[config.mk]
export PLATFORM = sky130hd
export DESIGN_NAME = shift_engine
export DESIGN_NICKNAME = d
export VERILOG_FILES = /design/src/rtl/shift_engine.sv
export SDC_FILE = /design/constraint.sdc
export NUM_CORES = 1
export LEC_CHECK = 0
export ABC_AREA = 1
export BUFFER_PORTS_ARGS = -buffer_cell sky130_fd_sc_hd__buf_2
export CAP_MARGIN = 30
export CORE_MARGIN = 2
export CORE_UTILIZATION = 55
export CTS_CLUSTER_SIZE = 16
export DETAILED_ROUTE_END_ITERATION = 8
export GPL_TIMING_DRIVEN = 0
export PLACE_DENSITY = 0.79
export SYNTH_ARGS = -nofsm -noshare
export SYNTH_HDL_FRONTEND = slang
export SYNTH_SLANG_ARGS = --single-unit
[constraint.sdc]
create_clock -name clk -period 2.15 [get_ports clk]
set_clock_uncertainty 0.1 [all_clocks]
set_input_delay 0.215 -clock clk [delete_from_list [all_inputs] [get_ports clk]]
set_output_delay 0.215 -clock clk [all_outputs]
set_load 0.01 [all_outputs]
[src/rtl/shift_engine.sv]
// Sequential shifter/rotator: one bit per cycle, done pulses amt+1 cycles after start (1 for pass/clear/amt=0).
// start is accepted only while idle; requests arriving while busy are dropped, not queued.
module shift_engine #(
  parameter int WIDTH = 8,
  parameter int AMT_W = $clog2(WIDTH)
) (
  input  logic             clk,
  input  logic             rst,
  input  logic             start,
  input  logic [WIDTH-1:0] word,
  input  logic [2:0]       sel,
  input  logic [AMT_W-1:0] amt,
  output logic [WIDTH-1:0] word_out,
  output logic             carry_out,
  output logic             busy,
  output logic             done
);

  typedef enum logic [1:0] {
    IDLE  = 2'd0,
    SHIFT = 2'd1,
    DONE  = 2'd2
  } state_t;

  localparam logic [2:0] OP_LSR = 3'b001;
  localparam logic [2:0] OP_LSL = 3'b010;
  localparam logic [2:0] OP_CLR = 3'b011;
  localparam logic [2:0] OP_ASR = 3'b100;
  localparam logic [2:0] OP_ROR = 3'b101;
  localparam logic [2:0] OP_ROL = 3'b110;

  state_t           state, state_n;
  logic [2:0]       mode, mode_n;
  logic [AMT_W-1:0] count, count_n;
  logic [WIDTH-1:0] word_n;
  logic             carry_n;

  function automatic logic is_shift(input logic [2:0] op);
    return (op == OP_LSR) || (op == OP_LSL) || (op == OP_ASR) ||
           (op == OP_ROR) || (op == OP_ROL);
  endfunction

  // Single 1-bit step; returns {exiting bit, new word}.
  function automatic logic [WIDTH:0] step1(input logic [2:0] op, input logic [WIDTH-1:0] w);
    logic [WIDTH:0] r;
    r = {1'b0, w};
    case (op)
      OP_LSR:  r = {w[0], 1'b0, w[WIDTH-1:1]};
      OP_ASR:  r = {w[0], w[WIDTH-1], w[WIDTH-1:1]};
      OP_ROR:  r = {w[0], w[0], w[WIDTH-1:1]};
      OP_LSL:  r = {w[WIDTH-1], w[WIDTH-2:0], 1'b0};
      OP_ROL:  r = {w[WIDTH-1], w[WIDTH-2:0], w[WIDTH-1]};
      default: r = {1'b0, w};
    endcase
    return r;
  endfunction

  always_comb begin
    state_n = state;
    mode_n  = mode;
    count_n = count;
    word_n  = word_out;
    carry_n = carry_out;
    case (state)
      IDLE: begin
        if (start) begin
          mode_n  = sel;
          count_n = amt;
          carry_n = 1'b0;
          word_n  = (sel == OP_CLR) ? '0 : word;
          state_n = (is_shift(sel) && (amt != '0)) ? SHIFT : DONE;
        end
      end
      SHIFT: begin
        {carry_n, word_n} = step1(mode, word_out);
        count_n = count - 1'b1;
        if (count == AMT_W'(1)) state_n = DONE;
      end
      DONE: begin
        state_n = IDLE;
      end
      default: begin
        state_n = IDLE;
      end
    endcase
  end

  always_ff @(posedge clk) begin
    if (rst) begin
      state     <= IDLE;
      mode      <= '0;
      count     <= '0;
      word_out  <= '0;
      carry_out <= 1'b0;
    end else begin
      state     <= state_n;
      mode      <= mode_n;
      count     <= count_n;
      word_out  <= word_n;
      carry_out <= carry_n;
    end
  end

  assign busy = (state != IDLE);
  assign done = (state == DONE);

endmodule

==> impl_metrics.env, run 1 <==
export IMPL_fillers=212
export IMPL_clk_latency_ns=0.30
export IMPL_die_y_um=49.2
export IMPL_final_cell_area_mm2=0.00133
export IMPL_first_pass_iters=4
export IMPL_ctsResizeCount=0
export IMPL_nNetsFinal=227
export IMPL_cp_slowest_cell="dfxtp_1"
export IMPL_p_int_mw=0.549
export IMPL_clock_power_share=0.207
export IMPL_io_pin_count=28
export IMPL_ys_types=23
export IMPL_mostFrequentLayoutCells="nand2_1 (48), buf_2 (29), nor2_1 (23)"
export IMPL_grt_pass1_wl_mm=4.88
export IMPL_numCtsBuffers=3
export IMPL_maxSlewHeadroom=0.759
export IMPL_die_area_mm2=0.00242
export IMPL_r2r_cells=7
export IMPL_cp_arrival_ns=1.48
export IMPL_crit_path_start_kind="flop"
export IMPL_cts_root_buf="clkbuf_4"
export IMPL_criticalPathCategory="reg2reg"
export IMPL_crit_path_max_fanout=8
export IMPL_postCtsSetupBuffers=0
export IMPL_p_sw_frac=0.381
export IMPL_cap_violations=0
export IMPL_post_route_util=0.685
export IMPL_fin_crit_ns=1.37
export IMPL_ys_seq_elements=17
export IMPL_synth_cells=175
export IMPL_cts_tree="yes"
export IMPL_via_count=1218
export IMPL_grt_util_met1=0.341
export IMPL_antenna_found_initial=0
export IMPL_peakVddDrop_uv=374
export IMPL_drc=0
export IMPL_cp_num_cells=7
export IMPL_grt_max_degree=11
export IMPL_ys_seq_area_frac=0.303
export IMPL_grt_busiest_layer="met2"
export IMPL_min_path_cells=3
export IMPL_pwr_share_comb=0.354
export IMPL_fin_cells=234
export IMPL_status="finished, final reports clean"
export IMPL_crit_buf_inv=0
export IMPL_worst_ep_required_time_ns=2.26
export IMPL_num_antenna_cells=0
export IMPL_final_common_cell="nand2_1"
export IMPL_syn_mean_instance_area_um2=6.43
export IMPL_postCtsHoldBufs=1
export IMPL_via_per_inst=5.21
export IMPL_grt_pass1_vias=1096
export IMPL_powerDensity_mw_per_mm2=667
export IMPL_path_cells="nand2_1, nor2_2, nand2_4, nand2_4, nand2_1, nor2_1, nor2_2"
export IMPL_initial_core_util=0.579
export IMPL_num_rows=16
export IMPL_finalSetupViolCount=0
export IMPL_track_usage=0.258
export IMPL_tns_ns=0
export IMPL_design_core_area_mm2=0.00194
export IMPL_cts_sinks=17
export IMPL_numPlacedInstances=229
export IMPL_path_delay_family="simple AND/OR/NAND/NOR gates"
export IMPL_drtIter0Drc=36
export IMPL_hold_class="in2reg"
export IMPL_placed_area_mm2=0.00129
export IMPL_wl_per_cell_um=11.8
export IMPL_power_switching_mw=0.338
export IMPL_hold_viol_final=0
export IMPL_clk_pin_slew_ns=0.11
export IMPL_slowest_delay_ns=0.41
export IMPL_wl_mm=2.77
export IMPL_die_w_um=49.2
export IMPL_ant_nets=0
export IMPL_grt_overflow_total=0
export IMPL_htreeDepth=1
export IMPL_io_buffers=27
export IMPL_cts_path_max_buffers=2
export IMPL_gp_congestion=0.851
export IMPL_synth_nets=194
export IMPL_grt_use_met2=0.412
export IMPL_multi_input_area_um2=674
export IMPL_p_leak_nw=0.677
export IMPL_syn_to_final_growth_pct=18.2
export IMPL_rsz0062_at_grt="no"
export IMPL_dp_final_hpwl_mm=2.09
export IMPL_regArea_um2=340
export IMPL_use_met3=0.0399
export IMPL_power_frac_seq=0.439
export IMPL_syn_cell_area_mm2=0.00112
export IMPL_yosysWarnings=0
export IMPL_drive_gt1_frac=0.246
export IMPL_tightest_slew_ns=0.360
export IMPL_finalMaxSlewViolations=0
export IMPL_fmax_mhz=730
export IMPL_fin_crit_sh=0.637
export IMPL_rrSetupSlack_ns=0.78
export IMPL_cp_end_kind="flop"
export IMPL_hold_ws_ns=0.123
## worst paths after layout
path / to / from
worst min-delay path: mode[1] / sel[1]
worst max register to register: word_out[5] / state[0]
worst min register to register: carry_out / carry_out
worst max-delay path: word_out[5] / state[0]
## tightest hold or removal path: cells and delay by family
kind | cells | cell delay, ns
AO/OA/AOI/OAI | 2 | 0.17
buffers and inverters | 1 | 0.11
## metrics by stage
step	worst slack (ns)	power (mW)
6_report	0.780	0.888
5_1_grt	0.641	0.954
4_1_cts	0.797	0.892
3_5_place_dp	0.808	0.707
3_3_place_gp	0.847	0.698
2_1_floorplan	0.964	0.615
## cell families (layout without fill, tap and decap cells)
kind of cell,Yosys count,after routing,share of synthesized area
fa+ha+maj,2,2,0.0222
compound gates,22,22,0.100
simple gates,111,111,0.477
flops,17,17,0.303
buf+inv,23,55,0.0979
## cells in the mapped netlist (all sizes together)
library cell	instances	share of area
a21oi	14	0.062
buf	4	0.026
clkinv	1	0.0033
o211ai	1	0.0067
ha	2	0.022
nand3b	7	0.047
nor2	28	0.12
nand4	2	0.011
clkbuf	1	0.012
nand2	52	0.20
nand3	22	0.11
dfxtp	17	0.30
o21ai	7	0.031
inv	17	0.057
## flip-flops by register name, indices dropped and copies added (netlist names)
register,flops
mode,3
state,2
count,3
word_out,8
carry_out,1
## power groups by stage
stage | clock, mW | combinational, mW | sequential (mW)
final | 0.184 | 0.314 | 0.390
after global routing | 0.199 | 0.358 | 0.396
after CTS | 0.189 | 0.314 | 0.389
after detailed placement | 0 | 0.311 | 0.396
after global placement | 0 | 0.303 | 0.395
after floorplan | 0 | 0.214 | 0.400
## area by class of cell
| type | instances | area share |
|---|---|---|
| multi-input cells | 135 | 0.507 |
| flip-flops and latches | 17 | 0.256 |
| repair buffers | 28 | 0.109 |
| inverters | 18 | 0.0508 |
| plain buffers | 5 | 0.0320 |
| well taps | 27 | 0.0254 |
| clock buffers | 4 | 0.0198 |
## layer usage
| layer | part of all wire | up-vias |
|---|---|---|
| met3 | 0.059 | 6 |
| met2 | 0.47 | 42 |
| met5 | 0 | - |
| met1 | 0.46 | 544 |
| met4 | 0.015 | 0 |
| li1 | - | 626 |
(Power assumes the default switching activity.)
==> run 2: changes to the inputs <==
==> config.mk (replaced) <==
export PLATFORM = sky130hd
export DESIGN_NAME = shift_engine
export DESIGN_NICKNAME = d
export VERILOG_FILES = /design/src/rtl/shift_engine.sv
export SDC_FILE = /design/constraint.sdc
export NUM_CORES = 1
export LEC_CHECK = 0
export ABC_AREA = 0
export BUFFER_PORTS_ARGS = -buffer_cell sky130_fd_sc_hd__buf_2
export CAP_MARGIN = 30
export CORE_MARGIN = 2
export CORE_UTILIZATION = 46
export CTS_CLUSTER_SIZE = 16
export DETAILED_ROUTE_END_ITERATION = 8
export GPL_TIMING_DRIVEN = 0
export PLACE_DENSITY = 0.71
export SYNTH_ARGS = -nofsm -noshare
export SYNTH_HDL_FRONTEND = slang
export SYNTH_SLANG_ARGS = --single-unit
==> constraint.sdc (replaced) <==
create_clock -name clk -period 1.16 [get_ports clk]
set_clock_uncertainty 0.1 [all_clocks]
set_input_delay 0.116 -clock clk [delete_from_list [all_inputs] [get_ports clk]]
set_output_delay 0.116 -clock clk [all_outputs]
set_load 0.01 [all_outputs]
==> run 2 against run 1 <==
Against the previous run:
- the flow now finishes with violations (setup timing)
- worst setup slack got worse by 1.2 ns
- global-route usage fell by 2.0 points
- synthesized area fell by 5.8%
- critical path type unchanged
- wire length rose by 8.1%
- worst hold slack got worse by 0.12 ns
- first-iteration DRC count fell by 8.3%
- sequential power rose by 89%
- critical endpoint is now word_out[6]
- synthesized cell count fell by 32%
- final cell count fell by 19%
- power rose by 100%
- clock power rose by 82%
- combinational power rose by 140%
==> impl_metrics.env, run 2 <==
export IMPL_status="finished with violations"
export IMPL_violations="setup timing"
export IMPL_maxSlewHeadroom=0.596
export IMPL_p_total_mw=1.82
export IMPL_criticalPathCategory="reg2reg"
export IMPL_drtIter0Drc=33
export IMPL_grt_max_degree=11
export IMPL_die_area_mm2=0.00270
export IMPL_worst_ep_required_time_ns=1.28
export IMPL_syn_mean_instance_area_um2=8.91
export IMPL_r2r_cells=6
export IMPL_die_w_um=52
export IMPL_path_delay_family="compound AO/OA/AOI/OAI gates"
export IMPL_peakVddDrop_uv=1040
export IMPL_ys_seq_elements=17
export IMPL_crit_buf_inv=2
export IMPL_cap_violations=0
export IMPL_wl_mm=2.99
export IMPL_p_int_mw=1.16
export IMPL_tightest_slew_ns=0.607
export IMPL_crit_path_max_fanout=5
export IMPL_synth_area_leaders="dfxtp_1 (32%), a22oi_1 (5.0%), a22o_1 (5.0%)"
export IMPL_power_frac_seq=0.406
export IMPL_io_pin_count=28
export IMPL_dp_final_hpwl_mm=1.96
export IMPL_p_leak_nw=0.615
export IMPL_synth_nets=138
export IMPL_cp_arrival_ns=1.68
export IMPL_fin_crit_sh=1.34
export IMPL_ys_flop_type="dfxtp_1"
export IMPL_io_buffers=26
export IMPL_yosysMostFrequentCell="dfxtp_1"
export IMPL_hold_class="in2reg"
export IMPL_syn_to_final_growth_pct=40.8
export IMPL_via_count=1095
export IMPL_clk_latency_ns=0.30
export IMPL_largest_register_ffs=8
export IMPL_fin_crit_ns=1.56
export IMPL_clk_pin_slew_ns=0.11
export IMPL_synth_top_cell_by_area="dfxtp_1"
export IMPL_finalMaxSlewViolations=0
export IMPL_fin_cells=189
export IMPL_gp_congestion=0.822
export IMPL_antenna_found_initial=0
export IMPL_cpMostUsedCell="buf_6"
export IMPL_cp_slowest_cell="a311oi_4"
export IMPL_min_path_cells=3
export IMPL_grt_pass1_vias=1003
export IMPL_cts_sinks=17
export IMPL_drc=0
export IMPL_synth_common_cells="dfxtp_1 (17), nor2_1 (12), a21oi_1 (10)"
export IMPL_layout_setup_ws_ns=-0.397
export IMPL_numCtsBuffers=3
export IMPL_synth_cells=119
export IMPL_synthArstFlopShare=0
export IMPL_ant_nets=0
export IMPL_cp_num_cells=6
export IMPL_initial_core_util=0.484
export IMPL_htreeDepth=1
export IMPL_track_usage=0.238
export IMPL_mostFrequentLayoutCells="buf_2 (26), dfxtp_1 (13), buf_6 (11)"
export IMPL_synth_top_cell_area_share=0.321
export IMPL_first_pass_iters=4
export IMPL_wl_per_cell_um=15.8
export IMPL_via_per_inst=5.79
export IMPL_hold_viol_final=0
export IMPL_path_cells="buf_6, nor4b_4, a311oi_4, buf_6, nor2_2, a211oi_2"
export IMPL_die_y_um=52
export IMPL_drive_gt1_frac=0.478
export IMPL_p_sw_frac=0.362
export IMPL_rrSetupSlack_ns=-0.40
export IMPL_largestRegisters="word_out x8, count x3, mode x3"
export IMPL_grt_overflow_total=0
export IMPL_regMostFlops="word_out"
export IMPL_nNetsFinal=181
export IMPL_numPlacedInstances=173
export IMPL_pwr_share_comb=0.410
export IMPL_syn_cell_area_mm2=0.00106
export IMPL_synth_edff_count=0
export IMPL_cp_end_kind="flop"
export IMPL_cts_root_buf="clkbuf_4"
export IMPL_clock_power_share=0.184
export IMPL_num_rows=17
export IMPL_hold_ws_ns=0.00535
export IMPL_yosysWarnings=0
export IMPL_grt_pass1_wl_mm=4.70
export IMPL_crit_path_start_kind="flop"
export IMPL_ys_types=37
export IMPL_slowest_delay_ns=0.38
export IMPL_rsz0062_at_grt="yes"
export IMPL_cts_path_max_buffers=2
export IMPL_final_common_cell="buf_2"
export IMPL_powerDensity_mw_per_mm2=1220
export IMPL_design_core_area_mm2=0.00219
export IMPL_num_antenna_cells=0
export IMPL_fillers=186
export IMPL_finalSetupViolCount=19
export IMPL_fmax_mhz=642
export IMPL_power_switching_mw=0.659
export IMPL_ys_seq_area_frac=0.321
export IMPL_cts_tree="yes"
[run 2: per-stage QoR]
stage | cell area (um2) | utilization | TNS, ns | worst slack, ns
6_report | 1490 | 0.681 | -5.05 | -0.397
3_5_place_dp | 1270 | 0.580 | -4.84 | -0.428
5_1_grt | 1490 | 0.681 | -6.30 | -0.442
3_3_place_gp | 1270 | 0.580 | -4.48 | -0.406
2_1_floorplan | 1110 | - | -2.21 | -0.269
4_1_cts | 1460 | 0.668 | -4.69 | -0.374
[run 2: layer usage]
metal,part of all wire,up-vias,global-route usage,wire (um)
met3,0.050,2,0.0345,151
met4,0.0053,0,0.0965,16
li1,-,524,-,-
met5,0,-,0,0
met2,0.50,40,0.395,1490
met1,0.45,529,0.307,1340
[run 2: worst min-delay path, stage by stage]
cell	delay, ns
buf_2	0.14
nand2_1	0.06
a21oi_1	0.05
[run 2: cell families (layout without fill, tap and decap cells)]
kind of cell / count (synthesis) / in the layout / share of synthesized area
adders and majority gates: 2 / 2 / 0.0236
and+or+nand+nor: 36 / 36 / 0.184
xor gates and xnor gates: 1 / 1 / 0.00827
DFF: 17 / 17 / 0.321
AOI/OAI and AO/OA: 48 / 48 / 0.390
buffers and inverters: 15 / 57 / 0.0732
[run 2: power groups by stage]
stage	clock network, mW	logic (mW)	registers [mW]
final	0.334	0.746	0.738
after global routing	0.363	0.797	0.749
after CTS	0.337	0.715	0.735
after detailed placement	0	0.595	0.745
after global placement	0	0.580	0.741
after floorplan	0	0.417	0.748
[run 2: final timing paths]
path / from / to
hold reg to reg: count[1] / count[1]
setup reg to reg: state[0] / word_out[6]
hold / removal: sel[0] / mode[0]
setup / recovery: state[0] / word_out[6]
[run 2: final cells by class]
type | count | area [um2] | share of cell area
inverter | 5 | 18.8 | 0.0126
multi-input combinational | 87 | 717 | 0.480
tap | 28 | 35.0 | 0.0235
timing repair buffer | 40 | 274 | 0.184
clock inverter | 1 | 5.00 | 0.00335
clock buffer | 3 | 22.5 | 0.0151
buffer | 8 | 75.1 | 0.0503
sequential | 17 | 345 | 0.231
[run 2: repair_timing]
action                                  CTS  global route
resized for setup                        19             4
endpoints found under the hold margin     3             0
setup buffers                             7             2
hold buffers                              3             0
endpoints found under the setup margin   19            20
pin swaps                                13             2
cloned                                    2             0
==> run 3: changes to the inputs <==
==> constraint.sdc (replaced) <==
create_clock -name clk -period 1.16 [get_ports clk]
set_clock_uncertainty 0.1 [all_clocks]
set_input_delay 0.116 -clock clk [delete_from_list [all_inputs] [get_ports clk]]
set_output_delay 0.116 -clock clk [all_outputs]
set_load 0.1 [all_outputs]
==> run 3 against run 2 <==
Against the previous run:
- critical path depth unchanged
- highest routed layer unchanged
- die area unchanged
- final cell count up 3.2%
- sequential cell count unchanged
- largest cell class unchanged
- utilization up 13 points
- the run still ends with setup timing left
- sequential power up 5.1%
- worst hold slack better by 0.014 ns
- design area up 19%
- combinational power up 76%
- sequential share of layout area down 2.4 points
==> impl_metrics.env, run 3 (synthesized netlist as in run 2, its figures left out) <==
export IMPL_die_y_um=52
export IMPL_dpl_worst_slack_ns=-0.452
export IMPL_tightest_slew_ns=0.700
export IMPL_worst_ep_required_time_ns=1.26
export IMPL_powerDensity_mw_per_mm2=1360
export IMPL_ant_nets=0
export IMPL_io_pin_count=28
export IMPL_die_w_um=52
export IMPL_hold_class="in2reg"
export IMPL_largest_register_ffs=8
export IMPL_largestRegisters="word_out x8, count x3, mode x3"
export IMPL_status="finished with violations"
export IMPL_min_path_cells=3
export IMPL_peakVddDrop_uv=1090
export IMPL_via_count=1135
export IMPL_placed_area_mm2=0.00130
export IMPL_violations="setup timing"
export IMPL_cts_tree="yes"
export IMPL_clk_latency_ns=0.28
export IMPL_fin_crit_sh=1.33
export IMPL_post_route_util=0.808
export IMPL_p_leak_nw=0.695
export IMPL_io_buffers=26
export IMPL_cp_end_kind="flop"
export IMPL_r2r_cells=6
export IMPL_slowest_delay_ns=0.36
export IMPL_gp_congestion=0.828
export IMPL_finalMaxSlewViolations=0
export IMPL_hp_start="sel[1]"
export IMPL_cp_slowest_cell="dfxtp_2"
export IMPL_layout_setup_ws_ns=-0.386
export IMPL_path_cells="buf_6, and2b_2, a31oi_4, buf_12, a22oi_2, a211oi_2"
export IMPL_cts_path_max_buffers=2
export IMPL_final_common_cell="buf_2"
export IMPL_numPlacedInstances=173
export IMPL_num_rows=17
export IMPL_grt_pass1_vias=1147
export IMPL_criticalPathCategory="reg2reg"
export IMPL_initial_core_util=0.484
export IMPL_cp_arrival_ns=1.65
export IMPL_reg2reg_from="state[1]"
export IMPL_htreeDepth=1
export IMPL_die_area_mm2=0.00270
export IMPL_hold_ws_ns=0.0196
export IMPL_finalSetupViolCount=19
export IMPL_cap_violations=0
export IMPL_grt_pass1_wl_mm=5.47
export IMPL_final_cell_area_mm2=0.00177
export IMPL_drive_gt1_frac=0.653
export IMPL_cts_root_buf="clkbuf_4"
export IMPL_via_per_inst=5.82
export IMPL_track_usage=0.273
export IMPL_holdPathEnd="mode[1]"
export IMPL_grt_max_degree=11
export IMPL_drtIter0Drc=33
export IMPL_syn_to_final_growth_pct=67.1
export IMPL_crit_buf_inv=2
export IMPL_wl_mm=3.50
export IMPL_rrSetupSlack_ns=-0.39
export IMPL_maxSlewHeadroom=0.533
export IMPL_dp_final_hpwl_mm=1.92
export IMPL_clk_pin_slew_ns=0.10
export IMPL_wl_per_cell_um=17.9
export IMPL_numCtsBuffers=3
export IMPL_first_pass_iters=4
export IMPL_cts_sinks=17
export IMPL_path_delay_family="compound AO/OA/AOI/OAI gates"
export IMPL_antenna_found_initial=0
export IMPL_fmax_mhz=647
export IMPL_fin_crit_ns=1.55
export IMPL_crit_path_start_kind="flop"
export IMPL_design_core_area_mm2=0.00219
export IMPL_hold_viol_final=0
export IMPL_r2r_end="word_out[3]"
export IMPL_rsz0062_at_grt="yes"
export IMPL_drc=0
export IMPL_nNetsFinal=187
export IMPL_crit_path_max_fanout=8
export IMPL_mostFrequentLayoutCells="buf_2 (15), buf_4 (13), buf_6 (12), dfxtp_2 (12)"
export IMPL_regMostFlops="word_out"
export IMPL_fin_cells=195
export IMPL_num_antenna_cells=0
export IMPL_grt_overflow_total=0
-- run 3: what timing repair did --
item | in CTS | in global routing
hold buffers | 3 | 0
endpoints found under the setup margin | 28 | 24
cloned | 1 | 0
endpoints found under the hold margin | 3 | 0
pin swaps | 14 | 10
buffers inserted | 14 | 3
gates resized for setup | 57 | 18
-- run 3: cell type report --
cell class	count	area, um2
plain buffers	7	67.6
clock buffers	4	26.3
fillers	128	420
inverters	5	21.3
multi-input cells	87	816
flip-flops and latches	17	367
well taps	28	35.0
repair buffers	47	438
-- run 3: metrics by stage --
step | TNS (ns) | total power [mW]
4_1_cts | -4.42 | 2.29
5_1_grt | -6.42 | 2.52
2_1_floorplan | -2.41 | 1.52
3_5_place_dp | -5.35 | 1.70
3_3_place_gp | -4.69 | 1.68
6_report | -5.47 | 2.42
-- run 3: power by group --
group	switching (mW)	internal [mW]
registers	0.110	0.667
clock network	0.193	0.133
logic	0.775	0.538
-- run 3: routing by layer --
layer / GRT usage / vias up / share of wire
met5: 0 / - / 0
met4: 0.0921 / 0 / 0.012
met3: 0.0489 / 6 / 0.043
met2: 0.487 / 41 / 0.52
met1: 0.325 / 550 / 0.42
li1: - / 538 / -
-- run 3: worst min-delay path, delay by kind of cell --
| family | cells | cell delay, ns |
|---|---|---|
| AND/OR/NAND/NOR | 1 | 0.07 |
| AO/OA/AOI/OAI | 1 | 0.05 |
| buffers and inverters | 1 | 0.13 |
-- run 3: how the worst max path moves through the flow --
stage | depth (start not counted) | end | slack (ns) | startpoint
4_1_cts | 6 | word_out[4] | -0.33 | state[1]
3_3_place_gp | 6 | word_out[6] | -0.43 | state[0]
2_1_floorplan | 6 | word_out[2] | -0.29 | state[1]
5_1_grt | 6 | word_out[1] | -0.42 | state[1]
6_report | 6 | word_out[3] | -0.39 | state[1]
3_5_place_dp | 6 | word_out[6] | -0.45 | state[0]
